===== src/rtl/ps2_key_rx.sv =====
// PS/2 keyboard receiver: conditions the raw lines, frames bytes and decodes E0/F0/E1 prefixes
// into the toggle-encoded 11-bit key event word. Optional parity enforcement: PS2_PARITY_CHECK_EN.
module ps2_key_rx #(
  parameter int FILT_LEN = 8,
  parameter int TIMEOUT  = 24000
) (
  input  logic        clk_sys,
  input  logic        reset_n,
  input  logic        ps2_clk,
  input  logic        ps2_dat,
  output logic [10:0] ps2_key,
  output logic [7:0]  rx_byte,
  output logic        rx_stb,
  output logic        err
);

  localparam int TW = $clog2(TIMEOUT + 1);

  typedef enum logic [1:0] {IDLE, DATA, PARITY, STOP} state_t;

  // Index 0 is the clock line, index 1 the data line; both see identical delay.
  logic [1:0] sync1, sync2, filt, filt_n;
  logic [7:0] fcnt   [2];
  logic [7:0] fcnt_n [2];

  // NOTE: every always_comb output gets a default first so no path leaves it unassigned (no latch).
  always_comb begin
    for (int i = 0; i < 2; i++) begin
      filt_n[i] = filt[i];
      fcnt_n[i] = '0;
      if (sync2[i] != filt[i]) begin
        if (fcnt[i] == 8'(FILT_LEN - 1)) filt_n[i] = sync2[i];
        else                             fcnt_n[i] = fcnt[i] + 8'd1;
      end
    end
  end

  // NOTE: sequential state uses non-blocking assignments so all registers update together.
  always_ff @(posedge clk_sys) begin
    if (!reset_n) begin
      sync1   <= 2'b11;
      sync2   <= 2'b11;
      filt    <= 2'b11;
      fcnt[0] <= '0;
      fcnt[1] <= '0;
    end else begin
      sync1   <= {ps2_dat, ps2_clk};
      sync2   <= sync1;
      filt    <= filt_n;
      fcnt[0] <= fcnt_n[0];
      fcnt[1] <= fcnt_n[1];
    end
  end

  logic fall, dat;
  assign fall = filt[0] & ~filt_n[0];
  assign dat  = filt[1];

  state_t        state, state_n;
  logic [2:0]    bit_cnt, bit_n;
  logic [7:0]    shreg, sh_n;
  logic [TW-1:0] tmo, tmo_n;
  logic          parity_ok, frame_good, frame_bad;
`ifdef PS2_PARITY_CHECK_EN
  logic          par_bit, par_n;
  assign parity_ok = ^{shreg, par_bit};
`else
  assign parity_ok = 1'b1;
`endif

  always_comb begin
    state_n    = state;
    bit_n      = bit_cnt;
    sh_n       = shreg;
    tmo_n      = '0;
    frame_good = 1'b0;
    frame_bad  = 1'b0;
`ifdef PS2_PARITY_CHECK_EN
    par_n      = par_bit;
`endif
    case (state)
      IDLE: if (fall) begin
        if (!dat) begin
          state_n = DATA;
          bit_n   = '0;
        end else begin
          frame_bad = 1'b1;
        end
      end
      DATA: if (fall) begin
        sh_n[bit_cnt] = dat;
        bit_n         = bit_cnt + 3'd1;
        if (bit_cnt == 3'd7) state_n = PARITY;
      end
      PARITY: if (fall) begin
`ifdef PS2_PARITY_CHECK_EN
        par_n   = dat;
`endif
        state_n = STOP;
      end
      STOP: if (fall) begin
        state_n = IDLE;
        if (dat && parity_ok) frame_good = 1'b1;
        else                  frame_bad  = 1'b1;
      end
      default: state_n = IDLE;
    endcase
    // A frame in flight is abandoned when the clock stalls; a coincident edge takes priority.
    if (state != IDLE && !fall) begin
      if (tmo == TW'(TIMEOUT - 1)) begin
        state_n   = IDLE;
        frame_bad = 1'b1;
      end else begin
        tmo_n = tmo + 1'b1;
      end
    end
  end

  logic       ext, brk;
  logic [2:0] skip;

  always_ff @(posedge clk_sys) begin
    if (!reset_n) begin
      state   <= IDLE;
      bit_cnt <= '0;
      shreg   <= '0;
      tmo     <= '0;
`ifdef PS2_PARITY_CHECK_EN
      par_bit <= 1'b0;
`endif
      ext     <= 1'b0;
      brk     <= 1'b0;
      skip    <= '0;
      ps2_key <= '0;
      rx_byte <= '0;
      rx_stb  <= 1'b0;
      err     <= 1'b0;
    end else begin
      state   <= state_n;
      bit_cnt <= bit_n;
      shreg   <= sh_n;
      tmo     <= tmo_n;
`ifdef PS2_PARITY_CHECK_EN
      par_bit <= par_n;
`endif
      rx_stb  <= frame_good;
      err     <= frame_bad;
      if (frame_bad) begin
        ext  <= 1'b0;
        brk  <= 1'b0;
        skip <= '0;
      end else if (frame_good) begin
        rx_byte <= shreg;
        if (skip != 3'd0) begin
          skip <= skip - 3'd1;
        end else begin
          case (shreg)
            8'hE0:   ext  <= 1'b1;
            8'hF0:   brk  <= 1'b1;
            8'hE1:   skip <= 3'd7;
            default: begin
              ps2_key <= {~ps2_key[10], ~brk, ext, shreg};
              ext     <= 1'b0;
              brk     <= 1'b0;
            end
          endcase
        end
      end
    end
  end

endmodule


===== config.mk =====
export PLATFORM = sky130hd
export DESIGN_NAME = ps2_key_rx
export DESIGN_NICKNAME = d
export VERILOG_FILES = /design/src/rtl/ps2_key_rx.sv
export SDC_FILE = /design/constraint.sdc
export NUM_CORES = 1
export LEC_CHECK = 0
export BUFFER_PORTS_ARGS = -buffer_cell sky130_fd_sc_hd__buf_2
export CAP_MARGIN = 10
export CORE_UTILIZATION = 46
export DETAILED_ROUTE_END_ITERATION = 6
export PLACE_DENSITY = 0.62
export SLEW_MARGIN = 5
export SYNTH_ARGS = -nofsm -noshare
export SYNTH_HDL_FRONTEND = slang
export SYNTH_SLANG_ARGS = --single-unit

===== constraint.sdc =====
create_clock -name clk_sys -period 2.2 [get_ports clk_sys]
set_clock_uncertainty 0.15 [all_clocks]
set_input_delay 0.33 -clock clk_sys [delete_from_list [all_inputs] [get_ports clk_sys]]
set_output_delay 0.33 -clock clk_sys [all_outputs]
set_load 0.02 [all_outputs]

Word level (Yosys, flattened, before mapping). Memory sizes are Yosys's and may differ from the RTL's. Cells that the tools add are included.

Div/mod/pow operators: 0. Multiply operators: 0. Add/subtract/negate cells: 5. Equal/unequal tests: 15. Bitwise logic cells: 13. Magnitude comparators: 2. Reductions and logical operators: 21. Shift operators: 0. Muxes and demuxes: 38.

Operator list (number): two-way mux 8 bit (6); equality test 8 bit (second input constant) (3); adder 8 x 1 -> 8 bit (second input constant) (2); equality test 8 x 3 -> 1 bit (second input constant) (2); two-way mux 2 bit (8); adder 15 x 1 -> 15 bit (second input constant) (1); equality test 15 bit (second input constant) (1); two-way mux 3 bit (5); two-way mux 1 bit (12); NOT 1 bit (10); bitwise mux 8 bit (1); one-hot mux 2 bit (4 select lines) (1); AND reduction 2 bit (4); AND reduction 4 bit (2); != test 2 bit (second input constant) (3); one-hot mux 1 bit (2 select lines) (3); one-hot mux 3 bit (2 select lines) (1); AND reduction 3 bit (2); nonzero test 2 bit (3); OR reduction 2 bit (3); OR reduction 3 bit (2); equality test 2 bit (second input constant) (2); < comparator 3 x 4 -> 1 bit (second input constant) (1); adder 3 x 1 -> 3 bit (second input constant) (1); 12 further kinds (15).

Memory bits (read-only): 0. Logic and storage cells: 110. Memory bits (writable): 16. Register bits after elaboration: 60. Input bits: 4. Latch bits: 0. Memories kept: 1.

Memory list: fcnt (words 2, width 8, read ports 2, clocked after memory_dff 0, write ports 2, RTL line 23) `logic [7:0] fcnt [2];`.

Logic depth before layout (Yosys ltp). An unclocked memory read counts as a cell.

Depth after elaboration: 12. Depth in mapped cells: 9. Gate-level depth less buffers: 8.

Least setup slack after synthesis. Ideal clock, no wire load.

Path type: reg2reg. Start point: register state[0]. End point: register rx_byte[0]. Arrival time: 1.897 ns. Cell stages (with the launch flop): 9. Library setup time: 0.132 ns. Clock period less this slack: 2.179 ns. Slack: 0.021 ns. Cells stage by stage: dfxtp_1 > inv_1 > ha_1 > clkbuf_1 > nand2_1 > a21oi_1 > mux2i_1 > nand2_1 > mux2i_1.

Cells in the longest elaborated chain, start to end: 6. Elaborated cells between the ends (all ways): 10.

Ends and longest elaborated chain: start: declaration (RTL line 59) `state_t state, state_n;`; start signal: assignment (RTL line 139) `state <= state_n;`; equality test 2 bit / logical NOT 2 bit (equally long branches) (RTL line 81) `case (state)`; one-hot mux 1 bit (2 select lines) (RTL line 81); two-way mux 1 bit (RTL line 110) `if (tmo == TW'(TIMEOUT - 1)) begin`; two-way mux 1 bit (RTL line 109) `if (state != IDLE && !fall) begin`; NOT 1 bit (no line); AND reduction 2 bit (no line) *; end signal: assignment (RTL line 153) `rx_byte <= shreg;`; end: declaration (RTL line 12) `output logic [7:0] rx_byte,`.

Every way passes the cells marked *; elsewhere a longest branch is shown, timed or not. A chain may end at the register's enable or synchronous reset.

==> flow_metrics.py <==
metrics = {
    "power_and_ir_drop": {
        "p_leak_uw": 0.00159,
        "p_total_uw": 2540,
        "ir_worst_vdd_v": 0.000427,
        "p_per_area_nw_per_um2": 638,
    },
    "setup_path": {
        "worstPathArrival_ns": 2.24,
        "cpPeakStageDelay_ns": 0.41,
        "cpMaxStageDelayCell": "or3_4",
        "worstPathMaxFanout": 8,
        "endpoint_kind": "register",
        "crit_required_ns": 2.33,
        "critPathLaunchType": "register",
        "worstSetupPathType": "reg2reg",
        "crit_chain": "or3_4, or2_4, nor4_4, and2_4, buf_12, mux2i_1",
    },
    "placement": {
        "dpl.hpwl_um": 4480,
        "port_buffers": 24,
        "place_congestion": 0.757,
        "dp.cells": 487,
        "place_area_um2": 3670,
        "dpl_worst_slack_ns": -0.0922,
    },
    "detailed_routing": {
        "detail_route.first_pass.iterations": 4,
        "drt_iter0_drc": 57,
        "drtAntennaViolNets": 0,
        "via_per_inst": 5.02,
        "drc": 0,
        "routedWlPerCell_um": 12.5,
        "wl_um": 6300,
        "vias": 2535,
    },
    "logic_synthesis": {
        "synth_edf_count": 0,
        "ys_seq_area_share_pct": 45.6,
        "synth_area_per_cell_um2": 9.20,
        "syn_area_um2": 3340,
        "synthTopCellsByCount": "dfxtp_1 (76), nand2_1 (49), nor2_1 (38)",
        "yosysMostFrequentCell": "dfxtp_1",
        "yosysTopAreaCell": "dfxtp_1",
        "ys.flop_type": "dfxtp_1",
        "synth.top_cell.area_share_pct": 45.6,
        "syn-instance-count": 363,
        "ys_types": 48,
        "yosys_warnings": 0,
        "synthTopCellsByArea": "dfxtp_1 (46%), mux2i_1 (9.0%), nand2_1 (5.5%)",
        "synth_nets": 378,
        "synth_seq_cells": 76,
        "synth-async-reset-ratio_pct": 0,
    },
    "clocking": {
        "clock-sinks": 76,
        "clk_latency_ns": 0.35,
        "cts_buffer_depth": 2,
        "ctsRootBufferMaster": "clkbuf_8",
        "cts.clk_slew.worst_paths_ns": 0.08,
        "numCtsBuffers": 9,
        "htreeDepth": 3,
        "cts_tree": "done",
    },
    "finish": {
        "antenna_cells": 0,
        "design_area_um2": 3980,
        "area.growth.synth_to_final_pct": 19.1,
        "utilization_pct": 57.6,
        "fin_nets": 420,
        "n_fill_cell": 652,
        "final_cells": 505,
        "drive_gt1_share_pct": 19.8,
    },
    "floorplan": {
        "rows": 30,
        "dieArea_um2": 7600,
        "fp.dieW_um": 87.2,
        "core_area_um2": 6910,
        "die_h_um": 87.2,
        "initial_core_util_pct": 48.4,
        "io_pins": 25,
    },
    "timing": {
        "tightest_slew_ns": 0.411,
        "max_freq_mhz": 474,
        "period_minus_slack_ns": 2.11,
        "hold_viol": 0,
        "fin_ws_ns": 0.0923,
        "slew_headroom_pct": 72.5,
        "setup_violations": 0,
        "period_share_pct": 95.8,
        "slew_viol_final": 0,
    },
    "global_route": {
        "grt_usage_pct": 18.4,
        "first_global_vias": 2279,
        "grt_pass1_wl_um": 10700,
        "grt.overflow.total": 0,
        "grt_max_degree": 19,
        "antenna_found_initial": 0,
    },
    "min_path": {
        "min-delay-path-class": "in2reg",
    },
    "job": {
        "drv_cap": 0,
    },
    "outcome": {
        "outcome": "finished clean",
    },
}
## sequential cells by signal, indices dropped and copies added, names as in the netlist
signal and cells:
err 1, fcnt 16, shreg 8, skip 3, state 2, tmo 15
rx_byte 8, ps2_key 11, bit_cnt 3, sync1 2, brk 1, filt 2
ext 1, rx_stb 1, sync2 2
## per-stage QoR
step                      hold slack (ns)  setup TNS, ns
final                               0.162              0
after floorplan                     0.236              0
after global placement              0.251              0
after global routing                0.159       -0.00248
after CTS                           0.148              0
after detailed placement            0.250         -0.374
## critical path: cells and delay by family (launching register included)
kind | cells | cell delay (ns)
simple gates | 4 | 1.25
buf+inv | 1 | 0.12
mux | 1 | 0.17
flops | 1 | 0.34
## final timing paths
path / startpoint / end / slack [ns] / cells past startpoint
worst max-delay path: fcnt[0][4] / ps2_key[2] / 0.09 / 6
worst min-delay path: reset_n / filt[0] / 0.16 / 2
worst max register to register: fcnt[0][4] / ps2_key[2] / 0.09 / 6
worst min register to register: sync1[0] / sync2[0] / 0.27 / 1
## metal layers
layer  wire, µm  part of all wire [%]  track usage, %  up-vias
met1       3280                    52            24.6     1170
li1           -                     -               -     1326
met5          0                     0               0        -
met3        186                   3.0            6.26        8
met4         83                   1.3            5.81        0
met2       2750                    44            28.1       31
## what timing repair did
item / in CTS / in global routing
gates cloned: 0 / 0
pin swaps: 0 / 6
endpoints found under the hold margin: 2 / 0
hold buffers: 2 / 0
gates resized for setup: 1 / 16
setup buffers: 0 / 1
setup endpoints to repair: 8 / 19
## area by class of cell
| cell class | instances | area, µm² | share of cell area [%] |
|---|---|---|---|
| inverters | 13 | 48.8 | 1.23 |
| repair buffers | 46 | 303 | 7.61 |
| flip-flops and latches | 76 | 1520 | 38.3 |
| multi-input cells | 259 | 1780 | 44.7 |
| clock inverters | 5 | 77.6 | 1.95 |
| clock buffers | 10 | 128 | 3.21 |
| well taps | 96 | 120 | 3.02 |
## kinds of logic after synthesis
group                    Yosys count  synth area share, %
AND/OR/NAND/NOR                  167                 26.0
flip-flops                        76                 45.6
multiplexers                      31                 9.33
buffers and inverters             28                 3.48
XOR/XNOR                          26                 6.82
AO/OA/AOI/OAI                     24                 4.72
adder cells (fa/ha/maj)           11                 4.12
## where the power goes
part | internal (µW) | total [µW] | switching, µW
registers | 1380 | 1380 | 2.36
logic | 13.6 | 37.6 | 23.9
clock network | 629 | 1120 | 490
total | 2020 | 2540 | 516
## cells in the final DEF, fill, tap and decap left out, types with 2 or more instances in the layout
cell	n
inv_1	13
and4_1	2
and3_1	9
mux2i_1	30
nor3b_2	2
clkinv_2	2
or2_2	3
xor2_1	17
nor2b_1	4
o21ai_1	3
bufinv_16	2
nand4b_1	4
nor2_1	38
a22oi_1	2
ha_2	2
nand2_1	48
a31oi_1	2
nand3_1	18
dfxtp_1	74
buf_4	19
nor3_1	8
dlygate4sd3_1	2
nand3b_1	4
xnor2_1	9
or2_4	2
nand4_1	4
o21ai_0	2
a21oi_1	7
ha_1	8
dfxtp_2	2
buf_2	24
nand2b_1	6
clkbuf_8	9
No activity file was read; power rests on OpenSTA's default activity.
